<file path="src/rtl/class_switch_wrr_if.sv">
// class_switch_wrr_if
//   Bundles the ingress word, the weight vector, the egress valid/ready
//   port and the per-class status flags of class_switch_wrr.
//   slave  : the switch itself (drives out/valid_out/out_class and flags)
//   master : the surrounding logic (drives in/valid_in/weights/out_ready)
interface class_switch_wrr_if #(
    parameter int DATA_SIZE  = 10,
    parameter int NUM_CLASS  = 4,
    parameter int CLASS_BITS = 2,
    parameter int WEIGHT_W   = 3
);
    logic [DATA_SIZE-1:0]          in;
    logic                          valid_in;
    logic [NUM_CLASS*WEIGHT_W-1:0] weights;
    logic                          out_ready;
    logic [DATA_SIZE-1:0]          out;
    logic                          valid_out;
    logic [CLASS_BITS-1:0]         out_class;
    logic [NUM_CLASS-1:0]          almost_full;
    logic [NUM_CLASS-1:0]          almost_empty;
    logic [NUM_CLASS-1:0]          fifo_empty;
    logic [NUM_CLASS-1:0]          fifo_error;
    logic [NUM_CLASS-1:0]          fifo_pause;

    modport master (
        output in, valid_in, weights, out_ready,
        input  out, valid_out, out_class,
        input  almost_full, almost_empty, fifo_empty, fifo_error, fifo_pause
    );

    modport slave (
        input  in, valid_in, weights, out_ready,
        output out, valid_out, out_class,
        output almost_full, almost_empty, fifo_empty, fifo_error, fifo_pause
    );
endinterface

</file>
<file path="src/rtl/class_switch_wrr.sv">
// class_switch_wrr
//   N-class switching stage. Ingress words are steered by their top
//   CLASS_BITS into per-class circular FIFOs; a weighted round-robin
//   arbiter drains the FIFOs into a one-entry valid/ready output register.
//   Ports:
//     clk    : rising-edge clock
//     reset  : asynchronous active-low reset, clears all state and data
//     bus    : class_switch_wrr_if.slave (ingress, weights, egress, flags)

// class_fifo
//   One per-class circular buffer with occupancy counter.
//   push is dropped (and error latched) when full at the start of the cycle;
//   a concurrent pop does not make room for it. head is the oldest entry.
module class_fifo #(
    parameter int DATA_SIZE  = 10,
    parameter int FIFO_DEPTH = 8
) (
    input  logic                          clk,
    input  logic                          reset,
    input  logic                          push,
    input  logic                          pop,
    input  logic [DATA_SIZE-1:0]          din,
    output logic [DATA_SIZE-1:0]          head,
    output logic [$clog2(FIFO_DEPTH):0]   count,
    output logic                          error
);
    localparam int PTR_W = $clog2(FIFO_DEPTH);
    localparam int CNT_W = PTR_W + 1;
    localparam logic [PTR_W-1:0] PTR_ONE = PTR_W'(1);
    localparam logic [CNT_W-1:0] CNT_ONE = CNT_W'(1);
    localparam logic [CNT_W-1:0] CNT_FULL = CNT_W'(FIFO_DEPTH);

    logic [DATA_SIZE-1:0] mem [FIFO_DEPTH];
    logic [PTR_W-1:0]     wr_ptr, rd_ptr;
    logic                 full, push_ok, pop_ok;

    assign full    = (count == CNT_FULL);
    assign push_ok = push && !full;
    assign pop_ok  = pop && (count != '0);
    assign head    = mem[rd_ptr];

    // Storage carries no reset; only pointers/count define validity.
    always_ff @(posedge clk) begin
        if (push_ok) mem[wr_ptr] <= din;
    end

    always_ff @(posedge clk or negedge reset) begin
        if (!reset) begin
            wr_ptr <= '0;
            rd_ptr <= '0;
            count  <= '0;
            error  <= 1'b0;
        end else begin
            if (push_ok) wr_ptr <= wr_ptr + PTR_ONE;
            if (pop_ok)  rd_ptr <= rd_ptr + PTR_ONE;
            if (push && full) error <= 1'b1;
            case ({push_ok, pop_ok})
                2'b10:   count <= count + CNT_ONE;
                2'b01:   count <= count - CNT_ONE;
                default: ;
            endcase
        end
    end
endmodule

module class_switch_wrr #(
    parameter int DATA_SIZE  = 10,
    parameter int FIFO_DEPTH = 8,
    parameter int NUM_CLASS  = 4,
    parameter int CLASS_BITS = 2,
    parameter int WEIGHT_W   = 3,
    parameter int AF_THRESH  = 6,
    parameter int AE_THRESH  = 2
) (
    input  logic               clk,
    input  logic               reset,
    class_switch_wrr_if.slave  bus
);
    localparam int CNT_W = $clog2(FIFO_DEPTH) + 1;
    localparam logic [WEIGHT_W-1:0] W_ONE = WEIGHT_W'(1);

    typedef struct packed {
        logic                  hit;
        logic [CLASS_BITS-1:0] cls;
        logic [WEIGHT_W-1:0]   credit;
    } grant_t;

    logic [NUM_CLASS-1:0][DATA_SIZE-1:0] head;
    logic [NUM_CLASS-1:0][CNT_W-1:0]     count;
    logic [NUM_CLASS-1:0][WEIGHT_W-1:0]  weight;
    logic [NUM_CLASS-1:0] push, pop, elig, empty, ae, af, error;

    logic [CLASS_BITS-1:0] in_class, ptr, idx;
    logic [WEIGHT_W-1:0]   credit;
    logic [DATA_SIZE-1:0]  out_q;
    logic                  valid_q;
    logic [CLASS_BITS-1:0] class_q;
    grant_t                gnt;
    logic                  load;

    assign weight   = bus.weights;
    assign in_class = bus.in[DATA_SIZE-1 -: CLASS_BITS];

    generate
        for (genvar i = 0; i < NUM_CLASS; i++) begin : g_class
            assign push[i] = bus.valid_in && (in_class == CLASS_BITS'(i));
            assign pop[i]  = load && (gnt.cls == CLASS_BITS'(i));

            class_fifo #(
                .DATA_SIZE (DATA_SIZE),
                .FIFO_DEPTH(FIFO_DEPTH)
            ) u_fifo (
                .clk  (clk),
                .reset(reset),
                .push (push[i]),
                .pop  (pop[i]),
                .din  (bus.in),
                .head (head[i]),
                .count(count[i]),
                .error(error[i])
            );

            assign empty[i] = (count[i] == '0);
            assign ae[i]    = (count[i] <= CNT_W'(AE_THRESH));
            assign af[i]    = (count[i] >= CNT_W'(AF_THRESH));
            // Weight 0 parks a class: its data waits until the weight rises.
            assign elig[i]  = !empty[i] && (weight[i] != '0);
        end
    endgenerate

    // Stay on ptr while it has credit left; otherwise take the first eligible
    // class after ptr. The scan runs backwards so the nearest hit wins, and
    // k == NUM_CLASS lands back on ptr so a lone eligible class keeps flowing.
    always_comb begin
        gnt = '0;
        idx = '0;
        if (elig[ptr] && (credit < weight[ptr])) begin
            gnt.hit    = 1'b1;
            gnt.cls    = ptr;
            gnt.credit = credit + W_ONE;
        end else begin
            for (int k = NUM_CLASS; k >= 1; k--) begin
                idx = CLASS_BITS'((int'(ptr) + k) % NUM_CLASS);
                if (elig[idx]) begin
                    gnt.hit    = 1'b1;
                    gnt.cls    = idx;
                    gnt.credit = W_ONE;
                end
            end
        end
    end

    assign load = (!valid_q || bus.out_ready) && gnt.hit;

    always_ff @(posedge clk or negedge reset) begin
        if (!reset) begin
            out_q   <= '0;
            valid_q <= 1'b0;
            class_q <= '0;
            ptr     <= '0;
            credit  <= '0;
        end else if (load) begin
            out_q   <= head[gnt.cls];
            class_q <= gnt.cls;
            valid_q <= 1'b1;
            ptr     <= gnt.cls;
            credit  <= gnt.credit;
        end else if (bus.out_ready) begin
            valid_q <= 1'b0;
        end
    end

    assign bus.out          = out_q;
    assign bus.valid_out    = valid_q;
    assign bus.out_class    = class_q;
    assign bus.fifo_empty   = empty;
    assign bus.almost_empty = ae;
    assign bus.almost_full  = af;
    assign bus.fifo_pause   = af;
    assign bus.fifo_error   = error;
endmodule

</file>
<file path="src/flat_wrapper.sv">
// flat-port wrapper written by rule: the top's interface ports become plain ports
module class_switch_wrr_flat 
#(
    parameter int DATA_SIZE  = 10,
    parameter int FIFO_DEPTH = 8,
    parameter int NUM_CLASS  = 4,
    parameter int CLASS_BITS = 2,
    parameter int WEIGHT_W   = 3,
    parameter int AF_THRESH  = 6,
    parameter int AE_THRESH  = 2
)
  (clk, reset, bus_in, bus_valid_in, bus_weights, bus_out_ready, bus_out, bus_valid_out, bus_out_class, bus_almost_full, bus_almost_empty, bus_fifo_empty, bus_fifo_error, bus_fifo_pause);
  class_switch_wrr_if #(.DATA_SIZE(DATA_SIZE), .NUM_CLASS(NUM_CLASS), .CLASS_BITS(CLASS_BITS), .WEIGHT_W(WEIGHT_W)) bus_i ();
  input  logic clk;
  input  logic reset;
  input wire logic [$bits(bus_i.in)-1:0] bus_in;
  input wire logic [$bits(bus_i.valid_in)-1:0] bus_valid_in;
  input wire logic [$bits(bus_i.weights)-1:0] bus_weights;
  input wire logic [$bits(bus_i.out_ready)-1:0] bus_out_ready;
  output wire logic [$bits(bus_i.out)-1:0] bus_out;
  output wire logic [$bits(bus_i.valid_out)-1:0] bus_valid_out;
  output wire logic [$bits(bus_i.out_class)-1:0] bus_out_class;
  output wire logic [$bits(bus_i.almost_full)-1:0] bus_almost_full;
  output wire logic [$bits(bus_i.almost_empty)-1:0] bus_almost_empty;
  output wire logic [$bits(bus_i.fifo_empty)-1:0] bus_fifo_empty;
  output wire logic [$bits(bus_i.fifo_error)-1:0] bus_fifo_error;
  output wire logic [$bits(bus_i.fifo_pause)-1:0] bus_fifo_pause;
  assign bus_i.in = bus_in;
  assign bus_i.valid_in = bus_valid_in;
  assign bus_i.weights = bus_weights;
  assign bus_i.out_ready = bus_out_ready;
  assign bus_out = bus_i.out;
  assign bus_valid_out = bus_i.valid_out;
  assign bus_out_class = bus_i.out_class;
  assign bus_almost_full = bus_i.almost_full;
  assign bus_almost_empty = bus_i.almost_empty;
  assign bus_fifo_empty = bus_i.fifo_empty;
  assign bus_fifo_error = bus_i.fifo_error;
  assign bus_fifo_pause = bus_i.fifo_pause;
  class_switch_wrr #(.DATA_SIZE(DATA_SIZE), .FIFO_DEPTH(FIFO_DEPTH), .NUM_CLASS(NUM_CLASS), .CLASS_BITS(CLASS_BITS), .WEIGHT_W(WEIGHT_W), .AF_THRESH(AF_THRESH), .AE_THRESH(AE_THRESH)) u_core (.clk(clk), .reset(reset), .bus(bus_i));
endmodule
</file>
<file path="config.mk">
export PLATFORM = sky130hd
export DESIGN_NAME = class_switch_wrr_flat
export DESIGN_NICKNAME = d
export VERILOG_FILES = /design/src/rtl/class_switch_wrr_if.sv /design/src/rtl/class_switch_wrr.sv /design/src/flat_wrapper.sv
export SDC_FILE = /design/constraint.sdc
export NUM_CORES = 1
export LEC_CHECK = 0
export CAP_MARGIN = 40
export CORE_MARGIN = 5
export CORE_UTILIZATION = 42
export DETAILED_ROUTE_END_ITERATION = 10
export PLACE_DENSITY = 0.72
export SETUP_SLACK_MARGIN = 0.4
export SYNTH_ARGS = -nofsm -noshare
export SYNTH_HDL_FRONTEND = slang
export SYNTH_SLANG_ARGS = --single-unit
export TNS_END_PERCENT = 1
</file>
<file path="constraint.sdc">
create_clock -name clk -period 4 [get_ports clk]
set_input_delay 1 -clock clk [delete_from_list [all_inputs] [get_ports clk]]
set_output_delay 1 -clock clk [all_outputs]
set_load 0.05 [all_outputs]
</file>
==> impl_metrics.prom, run 1 <==
# TYPE chip_impl_metric gauge
chip_impl_info{name="status",value="complete, no violations"} 1
chip_impl_metric{name="clock_pin_slew_on_the_worst_setup_and_hold_paths",unit="ns"} 0.06
chip_impl_info{name="synth_largest_area_cell",value="edfxtp_1"} 1
chip_impl_metric{name="worst_slew_margin_rel",unit=""} 0.470
chip_impl_metric{name="postLayoutCoreUtil",unit=""} 0.520
chip_impl_metric{name="critPathRequiredTime",unit="ns"} 4.40
chip_impl_info{name="tritoncts_clock_tree",value="done"} 1
chip_impl_metric{name="largest_net_degree_at_the_start_of_global_routing",unit=""} 47
chip_impl_metric{name="number_of_buffers_added_by_the_clock_tree_synthesis_step",unit=""} 39
chip_impl_metric{name="synthesis.instances",unit=""} 876
chip_impl_metric{name="max_slew.worst_pin.slew",unit="ns"} 0.794
chip_impl_metric{name="hold_viol_final",unit=""} 0
chip_impl_metric{name="ys_seq_area_frac",unit=""} 0.696
chip_impl_metric{name="fin_skew",unit="ns"} 0.0138
chip_impl_metric{name="worst_path_largest_cell_delay",unit="ns"} 0.50
chip_impl_metric{name="power.leakage",unit="nW"} 6.94
chip_impl_metric{name="first_pass_grt_wire_length",unit="mm"} 53.3
chip_impl_metric{name="synth_area_per_cell",unit="um^2"} 18.2
chip_impl_metric{name="cts-htree-levels",unit=""} 2
chip_impl_metric{name="syn-num-nets",unit=""} 929
chip_impl_metric{name="drv_slew",unit=""} 0
chip_impl_info{name="worstHoldPathType",value="in -> async"} 1
chip_impl_metric{name="area_delta_synth_final",unit="%"} 22.4
chip_impl_info{name="crit_path_cell_trace",value="buf_6 > mux4_2 > inv_2 > ha_4 > nand2b_4 > nor4_2 > o41a_1 > buf_6 > o31a_1 > nor2_4 > buf_6 > nor2_4 > ha_4 > ha_4 > a21o_1 > a21oi_2 > xnor2_1 > nor2_1 > xor2_1"} 1
chip_impl_metric{name="worst_r2r_path_depth",unit=""} 18
chip_impl_metric{name="post_synth_instance_area",unit="um^2"} 16000
chip_impl_info{name="worst-setup-path-type",value="in -> reg"} 1
chip_impl_metric{name="number_of_detailed_routing_iterations_run_before_antenna_repair",unit=""} 5
chip_impl_metric{name="setup-violations-final",unit=""} 0
chip_impl_metric{name="globalRouteTotalUtil",unit=""} 0.167
chip_impl_metric{name="row_count",unit=""} 71
chip_impl_info{name="rsz0062_at_grt",value="yes"} 1
chip_impl_info{name="synth-main-ff-cell",value="edfxtp_1"} 1
chip_impl_metric{name="drt-total-wl",unit="mm"} 34.6
chip_impl_metric{name="synthDistinctLibCells",unit=""} 57
chip_impl_metric{name="post_drt_via_cell_ratio",unit=""} 5.35
chip_impl_info{name="endpoint_kind",value="flop"} 1
chip_impl_metric{name="nNetsFinal",unit=""} 1110
chip_impl_metric{name="grt_overflow",unit=""} 0
chip_impl_metric{name="drt-wirelength-per-cell",unit="um"} 21.7
chip_impl_info{name="ctsRootBufferMaster",value="clkbuf_16"} 1
chip_impl_metric{name="floorplan.die.width",unit="um"} 205
chip_impl_metric{name="synth.ff_latch_count",unit=""} 380
chip_impl_metric{name="cts_max_path_buffers",unit=""} 3
chip_impl_metric{name="drcViolationCount",unit=""} 0
chip_impl_metric{name="critical_path.max_fanout",unit=""} 4
chip_impl_metric{name="ant_nets",unit=""} 0
chip_impl_metric{name="cts.sink_count",unit=""} 380
chip_impl_metric{name="num_antenna_cells",unit=""} 0
chip_impl_metric{name="clk-insertion-delay-late",unit="ns"} 0.52
chip_impl_metric{name="initial_core_util",unit=""} 0.425
chip_impl_metric{name="cap_viol_max_count",unit=""} 0
chip_impl_metric{name="place_inst",unit=""} 1521
chip_impl_metric{name="place.port_buffers",unit=""} 58
chip_impl_metric{name="max_freq",unit="GHz"} 0.260
chip_impl_metric{name="core",unit="um^2"} 37600
chip_impl_metric{name="dieHeight",unit="um"} 205
chip_impl_metric{name="grt_antenna_before_repair",unit=""} 0
chip_impl_metric{name="cts.hold.buffers_added",unit=""} 0
chip_impl_metric{name="total_negative_setup_slack",unit="ns"} 0
chip_impl_metric{name="ys_async_sr_fraction",unit=""} 0.158
chip_impl_metric{name="detailedRoute.firstIterationViolations",unit=""} 659
chip_impl_metric{name="vdd_drop_max",unit="uV"} 427
chip_impl_info{name="cp_slowest_cell",value="o41a_1"} 1
chip_impl_metric{name="worst_ep_arrival_time",unit="ns"} 4.25
chip_impl_info{name="top_cells_by_area_synth",value="edfxtp_1, mux4_2, dfrtp_1, mux2i_1, ha_1"} 1
chip_impl_metric{name="power_per_cell_area",unit="nW/um^2"} 799
chip_impl_metric{name="post_route_fraction_of_the_period_consumed_by_the_critical_path",unit=""} 0.962
chip_impl_metric{name="dr_total_vias",unit=""} 8557
chip_impl_metric{name="floorplan.die_area",unit="um^2"} 42000
chip_impl_metric{name="gp_congestion",unit=""} 0.851
chip_impl_metric{name="dpl.hpwl",unit="mm"} 22.4
chip_impl_info{name="timing.critical_path.from_type",value="primary input"} 1
chip_impl_metric{name="synth-edff-count",unit=""} 320
chip_impl_metric{name="r2r_setup_slack",unit="ns"} 0.27
chip_impl_metric{name="top_level_ports",unit=""} 59
chip_impl_metric{name="finalNonFillerCells",unit=""} 1598
chip_impl_metric{name="final_layout_size_suffix_gt1_frac",unit=""} 0.312
chip_impl_metric{name="ys_warn_count",unit=""} 0
chip_impl_metric{name="first_global_vias",unit=""} 8843
chip_impl_metric{name="yosys.area.top_type_share",unit=""} 0.602
chip_impl_metric{name="final_critical_path_required_period",unit="ns"} 3.85
-- path summary, 6_finish.rpt --
path,end,startpoint
max in group asynchronous,u_core.g_class[2].u_fifo.rd_ptr[0]$_DFFE_PN0P_,reset
worst min-delay path,u_core.g_class[1].u_fifo.count[1]$_DFFE_PN0P_,reset
worst min register to register,u_core.g_class[3].u_fifo.error$_DFFE_PN0P_,u_core.g_class[3].u_fifo.error$_DFFE_PN0P_
worst max register to register,u_core.g_class[0].u_fifo.count[3]$_DFFE_PN0P_,u_core.bus.out_class[0]$_DFFE_PN0N_
min in group clk,u_core.g_class[3].u_fifo.error$_DFFE_PN0P_,u_core.g_class[3].u_fifo.error$_DFFE_PN0P_
worst max-delay path,u_core.g_class[0].u_fifo.count[3]$_DFFE_PN0P_,bus_weights[11]
-- report_power, final --
| group | leakage (nW) | switching, mW | internal (mW) |
|---|---|---|---|
| clock network | 0.638 | 1.45 | 2.21 |
| logic | 2.72 | 3.27 | 3.24 |
| registers | 3.59 | 0.714 | 4.74 |
| total | 6.94 | 5.43 | 10.2 |
-- cells in the final DEF (no fill, tap or decap), drive strengths merged, types with 16 or more instances in the layout --
cell type | Yosys | final
mux2i | 43 | 43
xor2 | 17 | 17
clkbuf | 15 | 53
mux2 | 18 | 18
mux4 | 83 | 83
edfxtp | 320 | 320
buf | 26 | 128
ha | 23 | 23
nor3 | 17 | 17
a211oi | 16 | 16
clkdlybuf4s50 | 0 | 47
a21oi | 16 | 16
nand2 | 37 | 37
inv | 24 | 24
dfrtp | 60 | 60
nor2 | 37 | 37
-- critical path, delay by kind of cell --
| family | cells | cell delay (ns) |
|---|---|---|
| multiplexers | 1 | 0.47 |
| XOR/XNOR | 2 | 0.25 |
| adder cells (fa/ha/maj) | 3 | 0.53 |
| buffers and inverters | 4 | 0.46 |
| AND/OR/NAND/NOR | 5 | 0.45 |
| AO/OA/AOI/OAI | 4 | 1.09 |
-- synth_stat cells, drive strengths merged, types with 4 or more instances --
master and n:
ha 23, a21o 9, xor2 17, nor2 37
inv 24, a211oi 16, mux2i 43, fa 4
or3 5, mux4 83, nor3b 4, o2bb2ai 11
edfxtp 320, nor4b 6, a41o 4, buf 26
clkbuf 15, a21oi 16, dfrtp 60, nor3 17
mux2 18, xnor2 15, nand2b 14, nand2 37
nand3 13, nor4 6, o21ai 10
-- logic make-up after synthesis --
logic type	synth area share
and+or+nand+nor	0.0497
DFF	0.696
AOI/OAI and AO/OA	0.0373
adders and majority gates	0.0230
xor gates and xnor gates	0.0175
buffers and inverters	0.0186
muxes	0.158
-- per-layer routing --
metal / GRT usage / share of wire
met1: 0.240 / 0.44
met2: 0.267 / 0.48
met3: 0.0351 / 0.072
met4: 0.0361 / 0.014
met5: 0 / 0
-- per-stage QoR --
step | area (um^2) | hold WS, ns | setup slack [ns] | power (mW)
floorplan | 16000 | 0.438 | -0.303 | 9.50
global placement | 17900 | 0.464 | -0.692 | 11.4
detailed placement | 18000 | 0.460 | -0.795 | 11.5
CTS | 19400 | 0.391 | 0.0865 | 15.4
global route | 19600 | 0.420 | 0.0234 | 16.5
finish | 19600 | 0.405 | 0.151 | 15.6
-- what timing repair did --
item | 4_1_cts | 5_1_grt
hold endpoints to repair | 0 | 0
setup buffers | 6 | 0
setup endpoints to repair | 25 | 23
gates resized for setup | 38 | 42
pin swaps | 17 | 24
gates cloned | 0 | 0
-- final cells by class --
cell class,instances,area [um^2]
fill,2968,18000
tap,511,639
clock inverter,18,198
multi-input combinational,430,4820
clock buffer,53,1110
timing repair buffer,181,1580
inverter,25,98.8
sequential,380,11100
-- registers in the layout, summed over array words and instances, names as in the netlist --
register / flops
u_core.g_class.u_fifo.mem: 320
u_core.credit: 3
u_core.g_class.u_fifo.error: 4
u_core.g_class.u_fifo.rd_ptr: 12
u_core.bus.out_class: 2
u_core.bus.out: 10
u_core.g_class.u_fifo.count: 16
u_core.bus.valid_out: 1
u_core.g_class.u_fifo.wr_ptr: 12
Power figures use the tool's default switching activity.
==> run 2, diff against run 1 <==
SKIP_CTS_REPAIR_TIMING = 1   (was unset)
==> run 2 against run 1 <==
Compared with the run above: sequential power hardly changed; via count is 0.42% higher; cell area is 0.44% lower; critical path depth is 3 lower; clock skew hardly changed; sequential share of layout area is 0.25 points higher; clock power hardly changed.
==> impl_metrics.prom, run 2 (same netlist as run 1, synthesis figures left out) <==
# TYPE chip_impl_metric gauge
chip_impl_metric{name="post_route_fraction_of_the_period_consumed_by_the_critical_path",unit=""} 0.980
chip_impl_metric{name="largest_reg_flops",unit=""} 320
chip_impl_metric{name="largest_net_degree_at_the_start_of_global_routing",unit=""} 47
chip_impl_metric{name="gp_congestion",unit=""} 0.851
chip_impl_metric{name="dpl.hpwl",unit="mm"} 22.4
chip_impl_metric{name="setup-violations-final",unit=""} 0
chip_impl_info{name="status",value="complete, no violations"} 1
chip_impl_metric{name="worst_ep_arrival_time",unit="ns"} 4.32
chip_impl_metric{name="initial_core_util",unit=""} 0.425
chip_impl_info{name="r2r-end",value="u_core.g_class[0].u_fifo.count[3]$_DFFE_PN0P_"} 1
chip_impl_metric{name="max_freq",unit="GHz"} 0.255
chip_impl_metric{name="number_of_detailed_routing_iterations_run_before_antenna_repair",unit=""} 5
chip_impl_info{name="layout_commonest_cell",value="edfxtp_1"} 1
chip_impl_metric{name="globalRouteTotalUtil",unit=""} 0.166
chip_impl_metric{name="power.leakage",unit="nW"} 6.95
chip_impl_metric{name="fin_skew",unit="ns"} 0.0138
chip_impl_info{name="rsz0062_at_grt",value="yes"} 1
chip_impl_metric{name="num_antenna_cells",unit=""} 0
chip_impl_metric{name="critPathRequiredTime",unit="ns"} 4.40
chip_impl_metric{name="worst_r2r_path_depth",unit=""} 18
chip_impl_metric{name="grt_antenna_before_repair",unit=""} 1
chip_impl_metric{name="ant_nets",unit=""} 0
chip_impl_metric{name="cap_viol_max_count",unit=""} 0
chip_impl_metric{name="drt-total-wl",unit="mm"} 34.5
chip_impl_info{name="worstHoldPathType",value="in -> async"} 1
chip_impl_info{name="tritoncts_clock_tree",value="done"} 1
chip_impl_metric{name="clk-insertion-delay-late",unit="ns"} 0.52
chip_impl_metric{name="first_pass_grt_wire_length",unit="mm"} 53.0
chip_impl_metric{name="dieHeight",unit="um"} 205
chip_impl_metric{name="crit_buf_inv",unit=""} 3
chip_impl_metric{name="drt-wirelength-per-cell",unit="um"} 21.6
chip_impl_info{name="top_regs",value="u_core.g_class.u_fifo.mem: 320 flops, u_core.g_class.u_fifo.count: 16 flops"} 1
chip_impl_metric{name="drcViolationCount",unit=""} 0
chip_impl_metric{name="row_count",unit=""} 71
chip_impl_metric{name="floorplan.die_area",unit="um^2"} 42000
chip_impl_metric{name="area_delta_synth_final",unit="%"} 21.9
chip_impl_metric{name="grt_overflow",unit=""} 0
chip_impl_metric{name="drv_slew",unit=""} 0
chip_impl_metric{name="cts-htree-levels",unit=""} 2
chip_impl_info{name="worst_path_dominant_cell_family",value="compound AO/OA/AOI/OAI gates"} 1
chip_impl_info{name="timing.critical_path.from_type",value="primary input"} 1
chip_impl_info{name="worst-setup-path-type",value="in -> reg"} 1
chip_impl_info{name="ctsRootBufferMaster",value="clkbuf_16"} 1
chip_impl_metric{name="dr_total_vias",unit=""} 8593
chip_impl_metric{name="first_global_vias",unit=""} 8772
chip_impl_metric{name="post_drt_via_cell_ratio",unit=""} 5.39
chip_impl_metric{name="cts.sink_count",unit=""} 380
chip_impl_metric{name="nNetsFinal",unit=""} 1106
chip_impl_metric{name="place.port_buffers",unit=""} 58
chip_impl_metric{name="floorplan.die.width",unit="um"} 205
chip_impl_metric{name="critical_path.max_fanout",unit=""} 4
chip_impl_metric{name="number_of_buffers_added_by_the_clock_tree_synthesis_step",unit=""} 39
chip_impl_metric{name="worst_path_largest_cell_delay",unit="ns"} 0.50
chip_impl_metric{name="vdd_drop_max",unit="uV"} 390
chip_impl_metric{name="r2r_setup_slack",unit="ns"} 0.22
chip_impl_info{name="endpoint_kind",value="flop"} 1
chip_impl_metric{name="hold_viol_final",unit=""} 0
chip_impl_metric{name="power_per_cell_area",unit="nW/um^2"} 791
chip_impl_metric{name="final_critical_path_required_period",unit="ns"} 3.92
chip_impl_metric{name="detailedRoute.firstIterationViolations",unit=""} 666
chip_impl_metric{name="core",unit="um^2"} 37600
chip_impl_metric{name="max_slew.worst_pin.slew",unit="ns"} 0.814
chip_impl_metric{name="setup_ws_pre_cts",unit="ns"} -0.795
chip_impl_metric{name="fin_ws",unit="ns"} 0.0813
chip_impl_metric{name="final_layout_size_suffix_gt1_frac",unit=""} 0.306
chip_impl_metric{name="worst_slew_margin_rel",unit=""} 0.457
chip_impl_info{name="crit_path_cell_trace",value="clkdlybuf4s50_1 > or3_1 > and4_4 > o41a_1 > buf_4 > o31a_1 > nor2_4 > buf_6 > nor2_4 > ha_4 > ha_4 > a21o_1 > a21oi_2 > xnor2_1 > nor2_1 > xor2_1"} 1
chip_impl_info{name="most-common-layout-cells",value="edfxtp_1, buf_4, mux4_2"} 1
chip_impl_metric{name="hold_ws",unit="ns"} 0.404
chip_impl_metric{name="cts_max_path_buffers",unit=""} 3
chip_impl_metric{name="top_level_ports",unit=""} 59
chip_impl_info{name="regMostFlops",value="u_core.g_class.u_fifo.mem"} 1
chip_impl_info{name="cp_slowest_cell",value="o41a_1"} 1
chip_impl_info{name="worst_r2r_startpoint",value="u_core.bus.out_class[0]$_DFFE_PN0N_"} 1
chip_impl_metric{name="clock_pin_slew_on_the_worst_setup_and_hold_paths",unit="ns"} 0.06
[run 2: cell types whose count changed in the layout (fill, tap and decap cells not counted), sizes merged]
cell           delta
buf               -6
clkbuf            +2
clkdlybuf4s15     -4
clkdlybuf4s50     -1
dlymetal6s2s      +5
[run 2: stage by stage]
step | util | area [um^2] | setup TNS [ns] | instances | total power, mW
global route | 0.518 | 19500 | -0.0147 | 1594 | 16.3
global placement | 0.476 | 17900 | -9.95 | 1517 | 11.4
finish | 0.518 | 19500 | 0 | 1594 | 15.4
detailed placement | 0.478 | 18000 | -12.04 | 1521 | 11.5
CTS | 0.513 | 19300 | -1.62 | 1592 | 15.2
floorplan | - | 16000 | -1.53 | 876 | 9.50
[run 2: worst reg2reg max path: stages (launching register included)]
cell     delay, ns
dfrtp_1       0.40
mux4_2        0.53
inv_2         0.08
ha_4          0.12
nor2_2        0.04
and4_4        0.19
o41a_1        0.50
buf_4         0.18
o31a_1        0.28
nor2_4        0.18
buf_6         0.13
nor2_4        0.05
ha_4          0.16
ha_4          0.20
a21o_1        0.18
a21oi_2       0.14
xnor2_1       0.12
nor2_1        0.06
xor2_1        0.13
[run 2: area by class of cell]
class | instances | area, um^2
Clock buffer | 53 | 1110
Tap cell | 511 | 639
Timing Repair Buffer | 177 | 1520
Inverter | 25 | 98.8
Sequential cell | 380 | 11100
Multi-Input combinational cell | 430 | 4790
Fill cell | 2984 | 18100
Clock inverter | 18 | 198
[run 2: worst max path at each step]
stage	from	endpoint	slack, ns	cells past startpoint
finish	bus_weights[0]	u_core.g_class[0].u_fifo.count[3]$_DFFE_PN0P_	0.08	16
global route	bus_weights[11]	u_core.g_class[0].u_fifo.count[3]$_DFFE_PN0P_	-0.01	19
CTS	bus_weights[8]	u_core.g_class[1].u_fifo.count[3]$_DFFE_PN0P_	-0.26	17
detailed placement	bus_weights[5]	u_core.g_class[1].u_fifo.count[3]$_DFFE_PN0P_	-0.79	17
global placement	bus_weights[11]	u_core.g_class[3].u_fifo.count[3]$_DFFE_PN0P_	-0.69	17
floorplan	bus_weights[11]	u_core.g_class[0].u_fifo.count[3]$_DFFE_PN0P_	-0.30	17
[run 2: per-layer routing]
layer	global-route usage	share of wire	wire, um	vias up
li1	-	-	-	3834
met1	0.239	0.44	15100	4418
met2	0.264	0.47	16400	302
met3	0.0355	0.073	2520	39
met4	0.0361	0.015	514	0
met5	0	0	0	-
[run 2: power breakdown]
| part | switching [mW] | internal (mW) | leakage [nW] |
|---|---|---|---|
| registers | 0.716 | 4.74 | 3.59 |
| logic | 3.19 | 3.10 | 2.72 |
| clock network | 1.45 | 2.21 | 0.638 |
